File: config.mk
export PLATFORM = sky130hd
export DESIGN_NAME = score_cell_calc
export DESIGN_NICKNAME = d
export VERILOG_FILES = /design/src/rtl/score_cell_calc.sv
export SDC_FILE = /design/constraint.sdc
export NUM_CORES = 1
export LEC_CHECK = 0
export BUFFER_PORTS_ARGS = -buffer_cell sky130_fd_sc_hd__buf_2
export CAP_MARGIN = 0
export CORE_ASPECT_RATIO = 0.5
export CORE_UTILIZATION = 54
export DETAILED_ROUTE_END_ITERATION = 8
export PLACE_DENSITY = 0.87
export SYNTH_ARGS = -nofsm -noshare
export SYNTH_HDL_FRONTEND = slang
export SYNTH_SLANG_ARGS = --single-unit
File: constraint.sdc
create_clock -name clk -period 4.4 [get_ports clk]
set_input_delay 0.22 -clock clk [delete_from_list [all_inputs] [get_ports clk]]
set_output_delay 0.22 -clock clk [all_outputs]
set_load 0.01 [all_outputs]
File: src/rtl/score_cell_calc.sv
// Single-cell score calculator for a Needleman-Wunsch style matrix fill.
// Reads three neighbour scores, picks the best step, writes max/dir back.
module score_cell_calc #(
  parameter int N        = 5,
  parameter int MATCH    = 1,
  parameter int MISMATCH = -1,
  parameter int GAP      = -2,
  localparam int BitAddr = $clog2(N)
) (
  input  logic                clk,
  input  logic                rst,
  input  logic                start,
  input  logic [1:0]          char_a,
  input  logic [1:0]          char_b,
  input  logic signed [8:0]   diag,
  input  logic signed [8:0]   left,
  input  logic signed [8:0]   up,
  input  logic                ready,
  output logic                en_read,
  output logic [1:0]          count_3,
  output logic [BitAddr:0]    i,
  output logic [BitAddr:0]    j,
  output logic                en_ins,
  output logic signed [8:0]   max,
  output logic [1:0]          dir,
  output logic                busy,
  output logic                done
);

  localparam int W = BitAddr + 1;
  localparam logic [BitAddr:0] LAST = W'(N - 1);

  typedef enum logic [2:0] {
    IDLE,
    RD,
    CALC,
    WR,
    DONE
  } state_t;

  state_t state_q, state_d;
  logic [1:0] cnt_q, cnt_d;
  logic [BitAddr:0] i_q, i_d, j_q, j_d;
  logic signed [8:0] max_q, max_d;
  logic [1:0] dir_q, dir_d;
  logic signed [8:0] dg_q, dg_d, lf_q, lf_d, up_q, up_d;

  logic signed [9:0] d10, l10, u10;
  logic signed [8:0] d_s, l_s, u_s;

  function automatic logic signed [8:0] sat(
    input logic signed [9:0] v
  );
    if (v > 10'sd255) return 9'sh0ff;
    else if (v < -10'sd256) return 9'sh100;
    else return v[8:0];
  endfunction

  // Candidate scores for the three possible steps, saturated to 9 bits.
  always_comb begin
    d10 = {dg_q[8], dg_q}
        + ((char_a == char_b) ? 10'(MATCH) : 10'(MISMATCH));
    l10 = {lf_q[8], lf_q} + 10'(GAP);
    u10 = {up_q[8], up_q} + 10'(GAP);
    d_s = sat(d10);
    l_s = sat(l10);
    u_s = sat(u10);
  end

  // Next-state, datapath and control for the per-cell sequence.
  always_comb begin
    state_d = state_q;
    cnt_d   = cnt_q;
    i_d     = i_q;
    j_d     = j_q;
    max_d   = max_q;
    dir_d   = dir_q;
    dg_d    = dg_q;
    lf_d    = lf_q;
    up_d    = up_q;
    unique case (state_q)
      IDLE: begin
        if (start) begin
          i_d     = '0;
          j_d     = '0;
          cnt_d   = 2'b00;
          state_d = RD;
        end
      end
      RD: begin
        if (ready) begin
          unique case (cnt_q)
            2'b00:   dg_d = diag;
            2'b01:   lf_d = left;
            default: up_d = up;
          endcase
          if (cnt_q == 2'b10) begin
            cnt_d   = 2'b00;
            state_d = CALC;
          end else begin
            cnt_d = cnt_q + 2'b01;
          end
        end
      end
      CALC: begin
        if (d_s >= u_s && d_s >= l_s) begin
          max_d = d_s;
          dir_d = 2'b00;
        end else if (u_s >= l_s) begin
          max_d = u_s;
          dir_d = 2'b10;
        end else begin
          max_d = l_s;
          dir_d = 2'b01;
        end
        state_d = WR;
      end
      WR: begin
        cnt_d = 2'b00;
        if (i_q == LAST && j_q == LAST) begin
          i_d     = '0;
          j_d     = '0;
          state_d = DONE;
        end else begin
          if (j_q == LAST) begin
            j_d = '0;
            i_d = i_q + 1'b1;
          end else begin
            j_d = j_q + 1'b1;
          end
          state_d = RD;
        end
      end
      DONE: state_d = IDLE;
      default: state_d = IDLE;
    endcase
  end

  // State and datapath registers with synchronous active-low reset.
  always_ff @(posedge clk) begin
    if (!rst) begin
      state_q <= IDLE;
      cnt_q   <= 2'b00;
      i_q     <= '0;
      j_q     <= '0;
      max_q   <= '0;
      dir_q   <= 2'b00;
      dg_q    <= '0;
      lf_q    <= '0;
      up_q    <= '0;
    end else begin
      state_q <= state_d;
      cnt_q   <= cnt_d;
      i_q     <= i_d;
      j_q     <= j_d;
      max_q   <= max_d;
      dir_q   <= dir_d;
      dg_q    <= dg_d;
      lf_q    <= lf_d;
      up_q    <= up_d;
    end
  end

  assign en_read = (state_q == RD);
  assign en_ins  = (state_q == WR);
  assign busy    = (state_q == RD) || (state_q == CALC)
                || (state_q == WR);
  assign done    = (state_q == DONE);
  assign count_3 = cnt_q;
  assign i       = i_q;
  assign j       = j_q;
  assign max     = max_q;
  assign dir     = dir_q;

endmodule

# Word level (Yosys, flattened, before mapping)

Cells that the tools add are included.

Register bits: 51
Input bits: 35

Bitwise logic cells: 1
Muxes and demuxes: 27
Add/subtract/negate cells: 6
$lt $le $gt $ge: 9
Equal/unequal tests: 13
Reductions and logical operators: 16

Operator list:

| kind                 | count |
|---|---|
| $mux 9               | 8 |
| $gt 10x9->1 const B  | 3 |
| $lt 10x9->1 const B  | 3 |
| $ge 9x9->1           | 3 |
| $add 9x2->10 const B | 2 |
| $mux 4               | 5 |
| $reduce_and 3->1     | 6 |
| $pmux 4 s2           | 2 |
| $mux 3               | 4 |
| $pmux 3 s4           | 1 |
| $add 10x10->10       | 1 |
| $mux 10              | 1 |
| $mux 2               | 5 |
| $add 4x1->4 const B  | 2 |
| $eq 4x3->1 const B   | 2 |
| $eq 3x2->1 const B   | 2 |
| $pmux 2 s3           | 1 |
| $ne 2x2->1 const B   | 2 |
| $eq 3x1->1 const B   | 1 |
| $eq 3x3->1 const B   | 1 |
| $logic_not 3->1      | 1 |
| $ne 3x1->1 const B   | 1 |
| $reduce_bool 3->1    | 1 |
| $add 2x1->2 const B  | 1 |
| other kinds (11)     | 13 |

# Depth between registers and ports, before layout

Gate-level depths: netlist of run 1.

Depth in word-level cells: 9
Gate-level depth with buffers: 20
Mapped depth without buffers: 19

# Worst setup path after synthesis of run 1

Ideal clock, no wire load.

Path type: input to register
From: in char_b[0]
To: reg max_q[5] (netlist: max[5])
Path buffers: 3
Data required time: 4.278 ns
Data arrival time: 3.826 ns
Library setup time: 0.122 ns
Cell stages on the path: 18
Setup slack: 0.452 ns
Cell sequence: xnor2_1 > nand2_1 > ha_1 > buf_6 > a21o_1 > a221o_1 > a31oi_4 > buf_6 > a21oi_1 > a221oi_2 > ha_1 > a211oi_1 > o21a_1 > o21ai_0 > o2111ai_1 > clkbuf_1 > nor2_1 > a221o_1

Longest elaborated chain between the ends: 9
Elaborated cells on any way between the ends: 11
Classes of those cells: add/sub (1); order compare (4); eq/ne (1); mux (4); reduce/logical (1)

RTL lines:

| element              | RTL line | source |
|---|---|---|
| start, declared      | 14       | `input logic [1:0] char_b,` |
| $eq 2x2->1 *         | 62       | `+ ((char_a == char_b) ? 10'(MATCH) : 10'(MISMATCH));` |
| $mux 10 *            | 62       |  |
| $add 10x10->10 *     | 62       |  |
| $lt 10x9->1          | 55       | `else if (v < -10'sd256) return 9'sh100;` |
| $mux 9               | 55       |  |
| $mux 9 *             | 54       | `if (v > 10'sd255) return 9'sh0ff;` |
| $ge 9x9->1           | 106      | `if (d_s >= u_s && d_s >= l_s) begin` |
| $logic_and 1x1->1    | 106      |  |
| $mux 9 *             | 106      |  |
| end signal, assigned | 156      | `max_q <= max_d;` |
| end, declared        | 44       | `logic signed [8:0] max_q, max_d;` |

Every way passes the cells marked *; elsewhere a longest branch is shown, timed or not.
A chain may end at the register's enable or synchronous reset.

# Worst setup path after layout of run 1

From: reg dg_q[0]
To: reg max_q[5] (netlist: max[5])

Longest elaborated chain between the ends: 7
Elaborated cells on any way between the ends: 9
Classes of those cells: add/sub (1); order compare (4); mux (3); reduce/logical (1)

RTL lines:

| element                | RTL line | source |
|---|---|---|
| start, declared        | 46       | `logic signed [8:0] dg_q, dg_d, lf_q, lf_d, up_q, up_d;` |
| start signal, assigned | 158      | `dg_q <= dg_d;` |
| $add 10x10->10 *       | 62       |  |
| $lt 10x9->1            | 55       |  |
| $mux 9                 | 55       |  |
| $mux 9 *               | 54       |  |
| $ge 9x9->1             | 106      |  |
| $logic_and 1x1->1      | 106      |  |
| $mux 9 *               | 106      |  |

Marks and branches as above.

==> flow_summary.json, run 1 <==
{
  "crit_fanout": 8,
  "diodes": 0,
  "synth.top_cell.area_share": 0.2464,
  "synth_cells": 510,
  "drt-wirelength-per-cell_um": 15.54,
  "grt_pass1_wl_um": 17180,
  "cp-start-kind": "flop",
  "clockPowerShare": 0.302,
  "synth-edff-count": 0,
  "grt_usage": 0.2662,
  "antenna_found_initial": 0,
  "hold_slack_ns": 0.1655,
  "synth.top_cells.by_count": "dfxtp_1, ha_1, nand2_1",
  "ys_types": 71,
  "cts_buffer_depth": 2,
  "cts_tree": "built",
  "setup_violations": 0,
  "fmax_mhz": 242.1,
  "worst_setup_path_end_kind": "flop",
  "area_delta_synth_final_pct": 13.92,
  "routabilityCongestion": 0.9183,
  "first_pass_iters": 5,
  "die-area_mm2": 0.008050,
  "switching_power_mw": 0.4680,
  "hold_end": "up_q[2]",
  "synthArstFlopShare": 0,
  "internal_power_mw": 0.8912,
  "power_density_mw_per_mm2": 287.9,
  "power_frac_seq": 0.350,
  "layout-drive-gt1-share": 0.1831,
  "chipWidth_um": 125.9,
  "synthFlopType": "dfxtp_1",
  "swShare": 0.3443,
  "finish.utilization": 0.6399,
  "coreArea_mm2": 0.007377,
  "first_global_vias": 3734,
  "die_h_um": 63.95,
  "syn-num-nets": 588,
  "dpl.hpwl_um": 7539,
  "hold_start": "up[2]",
  "drtAntennaViolNets": 0,
  "worst_pin_slew_ns": 0.9974,
  "reg2reg_from": "dg_q[0]",
  "yosys-top-cells-area": "dfxtp_1, ha_1, mux2i_1",
  "hold_depth": 3,
  "ys_seq_area_frac": 0.2464,
  "dp.cells": 652,
  "avgSynthCellArea_um2": 8.125,
  "cap_viol_max_count": 0,
  "cts_root_buf": "clkbuf_16",
  "pwr-share-comb": 0.348,
  "drt_iter0_markers": 212,
  "ir_worst_vdd_v": 0.0001677,
  "ys_ff_latch": 51,
  "crit_arrival_ns": 4.32,
  "rr_worst_depth": 17,
  "overflow": 0,
  "clock_latency_ns": 0.30,
  "cts.clk_slew.worst_paths_ns": 0.07,
  "vias": 3967,
  "routed_wl_um": 10320,
  "outcome": "finished, final reports clean",
  "io_pins": 60,
  "drv_slew": 0,
  "vias_per_cell": 5.974,
  "reg2reg_slack_ns": 0.27,
  "report.final.hold_viol_count": 0,
  "synth_area_mm2": 0.004144,
  "synth_area_leader_cell": "dfxtp_1",
  "r2r_end": "max[5]",
  "critPathKind": "flop to flop",
  "critPathRequiredTime_ns": 4.59,
  "maxSlewHeadroom": 0.3315,
  "clock_sinks": 51,
  "finClkSkew_ns": 0.003222,
  "worstHoldPathType": "primary input to flop",
  "cts_htree_levels": 2,
  "period_share": 0.9387,
  "nets": 645,
  "period_needed_ns": 4.130,
  "grt_max_degree": 53,
  "start_util": 0.5617,
  "yosysWarnings": 0,
  "drc": 0,
  "rows": 22,
  "cts_buffers": 5,
  "power.leakage_nw": 2.229,
  "rsz0062_at_grt": "no",
  "fin_cells": 664,
  "post-synth-top-count-cell": "dfxtp_1",
  "io_buffers": 59
}
worst max path at each step:
stage	from	endpoint	slack, ns	depth (start not counted)
2_1_floorplan	char_b[0]	max[5]	0.45	18
3_3_place_gp	char_b[0]	max[4]	0.11	17
3_5_place_dp	char_b[0]	max[3]	-0.10	17
4_1_cts	dg_q[0]	max[3]	0.11	16
5_1_grt	char_b[0]	max[3]	0.01	16
6_report	dg_q[0]	max[5]	0.27	17
cell families (layout without fill, tap and decap cells):
family          count (synthesis)  in the layout  share of synthesized area
compound gates                128            128                     0.2138
mux                            39             39                    0.09481
buf+inv                        55            113                    0.05495
simple gates                  185            185                     0.2394
flops                          51             51                     0.2464
xor+xnor                        9              9                    0.01902
fa+ha+maj                      43             43                     0.1316
cell usage in the layout (no fill, tap or decap), drive strengths merged, types with 4 or more instances in the layout:
| master | n |
|---|---|
| ha | 42 |
| or2 | 5 |
| and2 | 4 |
| nor2 | 37 |
| nor2b | 36 |
| a21o | 8 |
| and3 | 7 |
| o22ai | 6 |
| a211oi | 8 |
| o21ai | 31 |
| nor3b | 5 |
| inv | 35 |
| buf | 71 |
| nand3 | 16 |
| a21oi | 34 |
| clkbuf | 5 |
| dfxtp | 51 |
| nand2 | 39 |
| a22oi | 4 |
| nand2b | 6 |
| xnor2 | 6 |
| nor3 | 11 |
| a221o | 5 |
| mux2i | 37 |
worst max-delay path, cell delays in order (launching register included):
cell	delay (ns)
dfxtp_1	0.41
inv_1	0.09
fa_1	0.45
nand2b_1	0.23
a21oi_2	0.20
o21a_1	0.17
nand3b_1	0.16
and2_1	0.22
a22oi_1	0.24
inv_1	0.10
ha_1	0.28
nand2_1	0.04
o21ai_0	0.18
a211oi_1	0.12
o21ai_0	0.27
o2111ai_2	0.29
nor2b_1	0.26
a221o_1	0.32
area by class of cell:
class / instances / area, µm²
clock buffers: 5 / 125.1
clock inverters: 3 / 27.53
fillers: 619 / 2656
inverters: 34 / 127.6
multi-input cells: 404 / 2914
flip-flops and latches: 51 / 1021
well taps: 96 / 120.1
repair buffers: 71 / 385.4
flip-flops by register name, summed over array words and instances (netlist names):
register / flops
max: 9
count_3: 2
dir: 2
state_q: 3
lf_q: 9
j: 4
up_q: 9
i: 4
dg_q: 9
power by group through the flow:
stage          logic [mW]  clock network, mW  registers [mW]
2_1_floorplan       0.319                  0           0.484
3_3_place_gp        0.414                  0           0.486
3_5_place_dp        0.428                  0           0.486
4_1_cts             0.443              0.413           0.475
5_1_grt             0.514              0.430           0.476
6_report            0.473              0.410           0.475
what timing repair did:
item | CTS | global route
endpoints found under the setup margin | 0 | 11
hold buffers | 0 | 0
hold endpoints to repair | 0 | 0
gates resized for setup | 0 | 3
buffers inserted | 0 | 4
metal layers:
layer | part of all wire | global-route usage | vias up
li1 | - | - | 1947
met1 | 0.46 | 0.3338 | 1846
met2 | 0.46 | 0.4510 | 141
met5 | 0 | 0 | -
met4 | 0.022 | 0.1054 | 0
met3 | 0.056 | 0.05528 | 33
metrics by stage:
| stage | setup slack, ns | total power [mW] | TNS, ns | area, µm² |
|---|---|---|---|---|
| after CTS | 0.1144 | 1.331 | 0 | 4677 |
| after floorplan | 0.4524 | 0.8029 | 0 | 4144 |
| final | 0.2699 | 1.359 | 0 | 4721 |
| after global placement | 0.1105 | 0.8993 | 0 | 4524 |
| after global routing | 0.01090 | 1.421 | 0 | 4721 |
| after detailed placement | -0.1024 | 0.9139 | -0.4035 | 4524 |
Power figures use the tool's default switching activity.
==> inputs of run 2 (changes only) <==
RECOVER_POWER = 100   (was not set)
==> flow_summary.json, run 2 (same netlist as run 1, synthesis figures left out) <==
{
  "reg2reg_from": "dg_q[0]",
  "crit_buf_inv": 2,
  "drtAntennaViolNets": 0,
  "grt_pass1_wl_um": 17180,
  "cap_viol_max_count": 1,
  "fillers": 631,
  "grt_usage": 0.2662,
  "finish.utilization": 0.6347,
  "power_density_mw_per_mm2": 289.7,
  "swShare": 0.3454,
  "vias_per_cell": 5.967,
  "outcome": "complete, but fails checks",
  "start_util": 0.5617,
  "r2r_end": "max[5]",
  "maxSlewHeadroom": -0.1459,
  "drc": 0,
  "diodes": 0,
  "die-area_mm2": 0.008050,
  "cts_buffer_depth": 2,
  "internal_power_mw": 0.8878,
  "drt-wirelength-per-cell_um": 15.55,
  "first_pass_iters": 5,
  "ir_worst_vdd_v": 0.0001673,
  "switching_power_mw": 0.4685,
  "rows": 22,
  "clockPowerShare": 0.303,
  "hold_end": "up_q[2]",
  "first_global_vias": 3734,
  "clock_latency_ns": 0.30,
  "cp-start-kind": "flop",
  "finClkSkew_ns": 0.002068,
  "period_share": 0.9386,
  "critPathKind": "flop to flop",
  "final_area_mm2": 0.004682,
  "grt_max_degree": 53,
  "worstHoldPathType": "primary input to flop",
  "rr_worst_depth": 17,
  "cts_root_buf": "clkbuf_16",
  "io_pins": 60,
  "critPathRequiredTime_ns": 4.59,
  "routed_wl_um": 10330,
  "fmax_mhz": 242.1,
  "post-place-ws_ns": -0.1024,
  "crit_fanout": 9,
  "io_buffers": 59,
  "max_stage_delay_ns": 0.45,
  "violations": "capacitance limit, slew limit",
  "nets": 645,
  "worstPathCellList": "inv_1 -> fa_1 -> nand2b_1 -> a21oi_2 -> a31oi_4 -> o21ai_1 -> nand2_1 -> a22oi_1 -> inv_1 -> ha_1 -> nand2_1 -> o21ai_0 -> a211oi_1 -> o21ai_0 -> o2111ai_2 -> nor2b_1 -> a221o_1",
  "layout_commonest_cell": "dfxtp_1",
  "power.leakage_nw": 2.117,
  "hold_slack_ns": 0.1666,
  "hold_buffers": 0,
  "cts_htree_levels": 2,
  "routabilityCongestion": 0.9183,
  "antenna_found_initial": 0,
  "drt_iter0_markers": 236,
  "cts_buffers": 5,
  "reg2reg_slack_ns": 0.27,
  "overflow": 0,
  "area_delta_synth_final_pct": 12.98,
  "die_h_um": 63.95,
  "worst_setup_path_end_kind": "flop",
  "slowest_stage": "fa_1",
  "dpl_cell_area_mm2": 0.004524,
  "chipWidth_um": 125.9,
  "drv_slew": 11,
  "hold_depth": 3,
  "hold_start": "up[2]",
  "power_frac_seq": 0.350,
  "coreArea_mm2": 0.007377,
  "rsz0062_at_grt": "no",
  "startpoint": "dg_q[0]",
  "final_cell_mix": "dfxtp_1, ha_1, nand2_1, mux2i_1",
  "crit_arrival_ns": 4.32,
  "report.final.hold_viol_count": 0,
  "dpl.hpwl_um": 7539,
  "cts.clk_slew.worst_paths_ns": 0.07,
  "vias": 3962,
  "setup_violations": 0,
  "cts_tree": "built",
  "period_needed_ns": 4.130,
  "pwr-share-comb": 0.347,
  "clock_sinks": 51,
  "fin_ws_ns": 0.2699,
  "crit_family": "compound AO/OA/AOI/OAI gates",
  "layout-drive-gt1-share": 0.1373,
  "worst_pin_slew_ns": 1.706
}
[run 2: layout make-up]
| cell class | instances | area (µm²) | share of cell area |
|---|---|---|---|
| Inverter | 34 | 127.6 | 0.02726 |
| Sequential cell | 51 | 1021 | 0.2181 |
| Multi-Input combinational cell | 404 | 2909 | 0.6213 |
| Clock inverter | 3 | 27.53 | 0.005879 |
| Tap cell | 96 | 120.1 | 0.02565 |
| Timing Repair Buffer | 71 | 351.6 | 0.07509 |
| Clock buffer | 5 | 125.1 | 0.02672 |
[run 2: metal layers]
layer	routed length (µm)	vias up	GRT usage
met5	0	-	0
met4	253	0	0.1054
li1	-	1946	-
met3	599	33	0.05528
met2	4700	143	0.4510
met1	4771	1840	0.3338
[run 2: worst max path at each step]
stage / endpoint / slack, ns / cells past startpoint
2_1_floorplan: max[5] / 0.45 / 18
3_3_place_gp: max[4] / 0.11 / 17
3_5_place_dp: max[3] / -0.10 / 17
4_1_cts: max[3] / 0.11 / 16
5_1_grt: max[3] / 0.01 / 16
6_report: max[5] / 0.27 / 17
[run 2: stage by stage]
stage                     power (mW)  std cells  TNS [ns]
after floorplan               0.8029        510         0
after global placement        0.8993        652         0
after detailed placement      0.9139        652   -0.4035
after CTS                      1.331        660         0
after global routing           1.417        664         0
final                          1.356        664         0
[run 2: repair_timing]
action / 4_1_cts / 5_1_grt
gates resized for setup: 0 / 3
endpoints found under the setup margin: 0 / 11
setup buffers: 0 / 4
[run 2: power groups by stage]
stage / logic, mW / registers [mW] / clock network, mW
6_report: 0.470 / 0.475 / 0.411
5_1_grt: 0.510 / 0.476 / 0.430
3_3_place_gp: 0.414 / 0.486 / 0
3_5_place_dp: 0.428 / 0.486 / 0
2_1_floorplan: 0.319 / 0.484 / 0
4_1_cts: 0.443 / 0.475 / 0.413
[run 2: worst min-delay path: cells and delay by family]
kind | cells | cell delay [ns]
buffers and inverters | 1 | 0.07
muxes | 1 | 0.05
and+or+nand+nor | 1 | 0.09
==> inputs of run 3 (changes only) <==
CORE_ASPECT_RATIO = 0.7   (was 0.5)
==> flow_summary.json, run 3 (same netlist as run 1, synthesis figures left out) <==
{
  "die-area_mm2": 0.008034,
  "hold_slack_ns": 0.1448,
  "setup_violations": 0,
  "fmax_mhz": 242.0,
  "cts_root_buf": "clkbuf_8",
  "diodes": 0,
  "clock_latency_ns": 0.32,
  "cp-start-kind": "flop",
  "power_density_mw_per_mm2": 267.0,
  "vias_per_cell": 6.090,
  "ir_worst_vdd_v": 0.0001622,
  "first_global_vias": 3518,
  "grt_usage": 0.2646,
  "final_cell_mix": "dfxtp_1, ha_1, nand2_1, mux2i_1",
  "dpl.hpwl_um": 8219,
  "worst_pin_slew_ns": 1.760,
  "die_h_um": 75.29,
  "coreArea_mm2": 0.007352,
  "layout_commonest_cell": "dfxtp_1",
  "layout-drive-gt1-share": 0.1345,
  "outcome": "complete, but fails checks",
  "cts_buffer_depth": 2,
  "reg2reg_slack_ns": 0.27,
  "routabilityCongestion": 0.9443,
  "period_needed_ns": 4.132,
  "startpoint": "dg_q[0]",
  "maxSlewHeadroom": -0.1824,
  "vias": 4038,
  "routed_wl_um": 10820,
  "clock_sinks": 51,
  "fin_cells": 663,
  "hold_buffers": 0,
  "power.leakage_nw": 2.074,
  "cts_buffers": 5,
  "fin_ws_ns": 0.2684,
  "dp.cells": 653,
  "drc": 0,
  "antenna_found_initial": 0,
  "report.final.hold_viol_count": 0,
  "drtAntennaViolNets": 0,
  "cts.clk_slew.worst_paths_ns": 0.11,
  "grt_max_degree": 53,
  "area_delta_synth_final_pct": 11.23,
  "finClkSkew_ns": 0.009632,
  "critPathRequiredTime_ns": 4.67,
  "finalSetupTns_ns": 0,
  "rr_worst_depth": 17,
  "crit_end": "max[3]",
  "critPathKind": "flop to flop",
  "reg2reg_from": "dg_q[0]",
  "drv_slew": 11,
  "drt_iter0_markers": 425,
  "drt-wirelength-per-cell_um": 16.32,
  "cts_htree_levels": 2,
  "rows": 26,
  "violations": "capacitance limit, slew limit",
  "crit_fanout": 10,
  "period_share": 0.9390,
  "grt_pass1_wl_um": 16930,
  "nets": 642,
  "cts_tree": "built",
  "r2r_end": "max[3]",
  "crit_arrival_ns": 4.40,
  "overflow": 0,
  "first_pass_iters": 5,
  "io_pins": 60,
  "io_buffers": 59,
  "worst_setup_path_end_kind": "flop",
  "post-place-ws_ns": -0.1289,
  "start_util": 0.5636,
  "chipWidth_um": 106.7,
  "worstHoldPathType": "primary input to flop",
  "cap_viol_max_count": 1
}
==> run 3: worst max-delay path, cell delays in order (launching register included) <==
cell,delay (ns)
dfxtp_1,0.44
inv_1,0.09
fa_1,0.45
nand2b_1,0.21
a21oi_2,0.23
a31oi_4,0.18
o21ai_1,0.23
nand2_1,0.12
a22oi_2,0.29
ha_1,0.29
nor2b_1,0.18
o21ai_0,0.12
a211oi_1,0.22
o21ai_0,0.13
o2111ai_1,0.17
buf_4,0.24
nor2b_1,0.27
a221o_1,0.20
==> run 3: worst min path at each step <==
stage	from	slack, ns	depth (start not counted)	end
floorplan	left[0]	0.39	2	lf_q[0]
global placement	dir[1]	0.45	2	dir[1]
detailed placement	dir[1]	0.46	2	dir[1]
CTS	up[2]	0.14	3	up_q[2]
global route	left[3]	0.15	3	lf_q[3]
finish	left[3]	0.14	3	lf_q[3]
==> run 3: cell type report <==
| type | count | area (µm²) |
|---|---|---|
| repair buffers | 68 | 331.6 |
| flip-flops and latches | 51 | 1021 |
| multi-input cells | 404 | 2910 |
| inverters | 34 | 127.6 |
| clock buffers | 5 | 68.82 |
| clock inverters | 3 | 27.53 |
| fillers | 653 | 2743 |
| well taps | 98 | 122.6 |
==> run 3: metal layers <==
| metal | vias to the layer above | wire length [µm] | GRT usage |
|---|---|---|---|
| li1 | 1943 | - | - |
| met2 | 205 | 4870 | 0.4351 |
| met1 | 1863 | 4865 | 0.3618 |
| met4 | 0 | 227 | 0.07306 |
| met3 | 27 | 858 | 0.04790 |
| met5 | - | 0 | 0 |
==> run 3: per-stage QoR <==
| stage | utilization | cell area [µm²] | power (mW) |
|---|---|---|---|
| global route | 0.6270 | 4609 | 1.284 |
| detailed placement | 0.6147 | 4519 | 0.9101 |
| floorplan | - | 4144 | 0.8029 |
| global placement | 0.6147 | 4519 | 0.8938 |
| finish | 0.6270 | 4609 | 1.231 |
| CTS | 0.6278 | 4616 | 1.207 |
==> run 3: repair_timing <==
action | CTS | global route
endpoints found under the setup margin | 0 | 10
setup buffers | 0 | 2
gates resized for setup | 0 | 4
==> run 3: report_power, final <==
part | internal [mW] | switching, mW | total [mW]
clock network | 0.117 | 0.184 | 0.301
registers | 0.468 | 0.00805 | 0.476
logic | 0.191 | 0.262 | 0.453
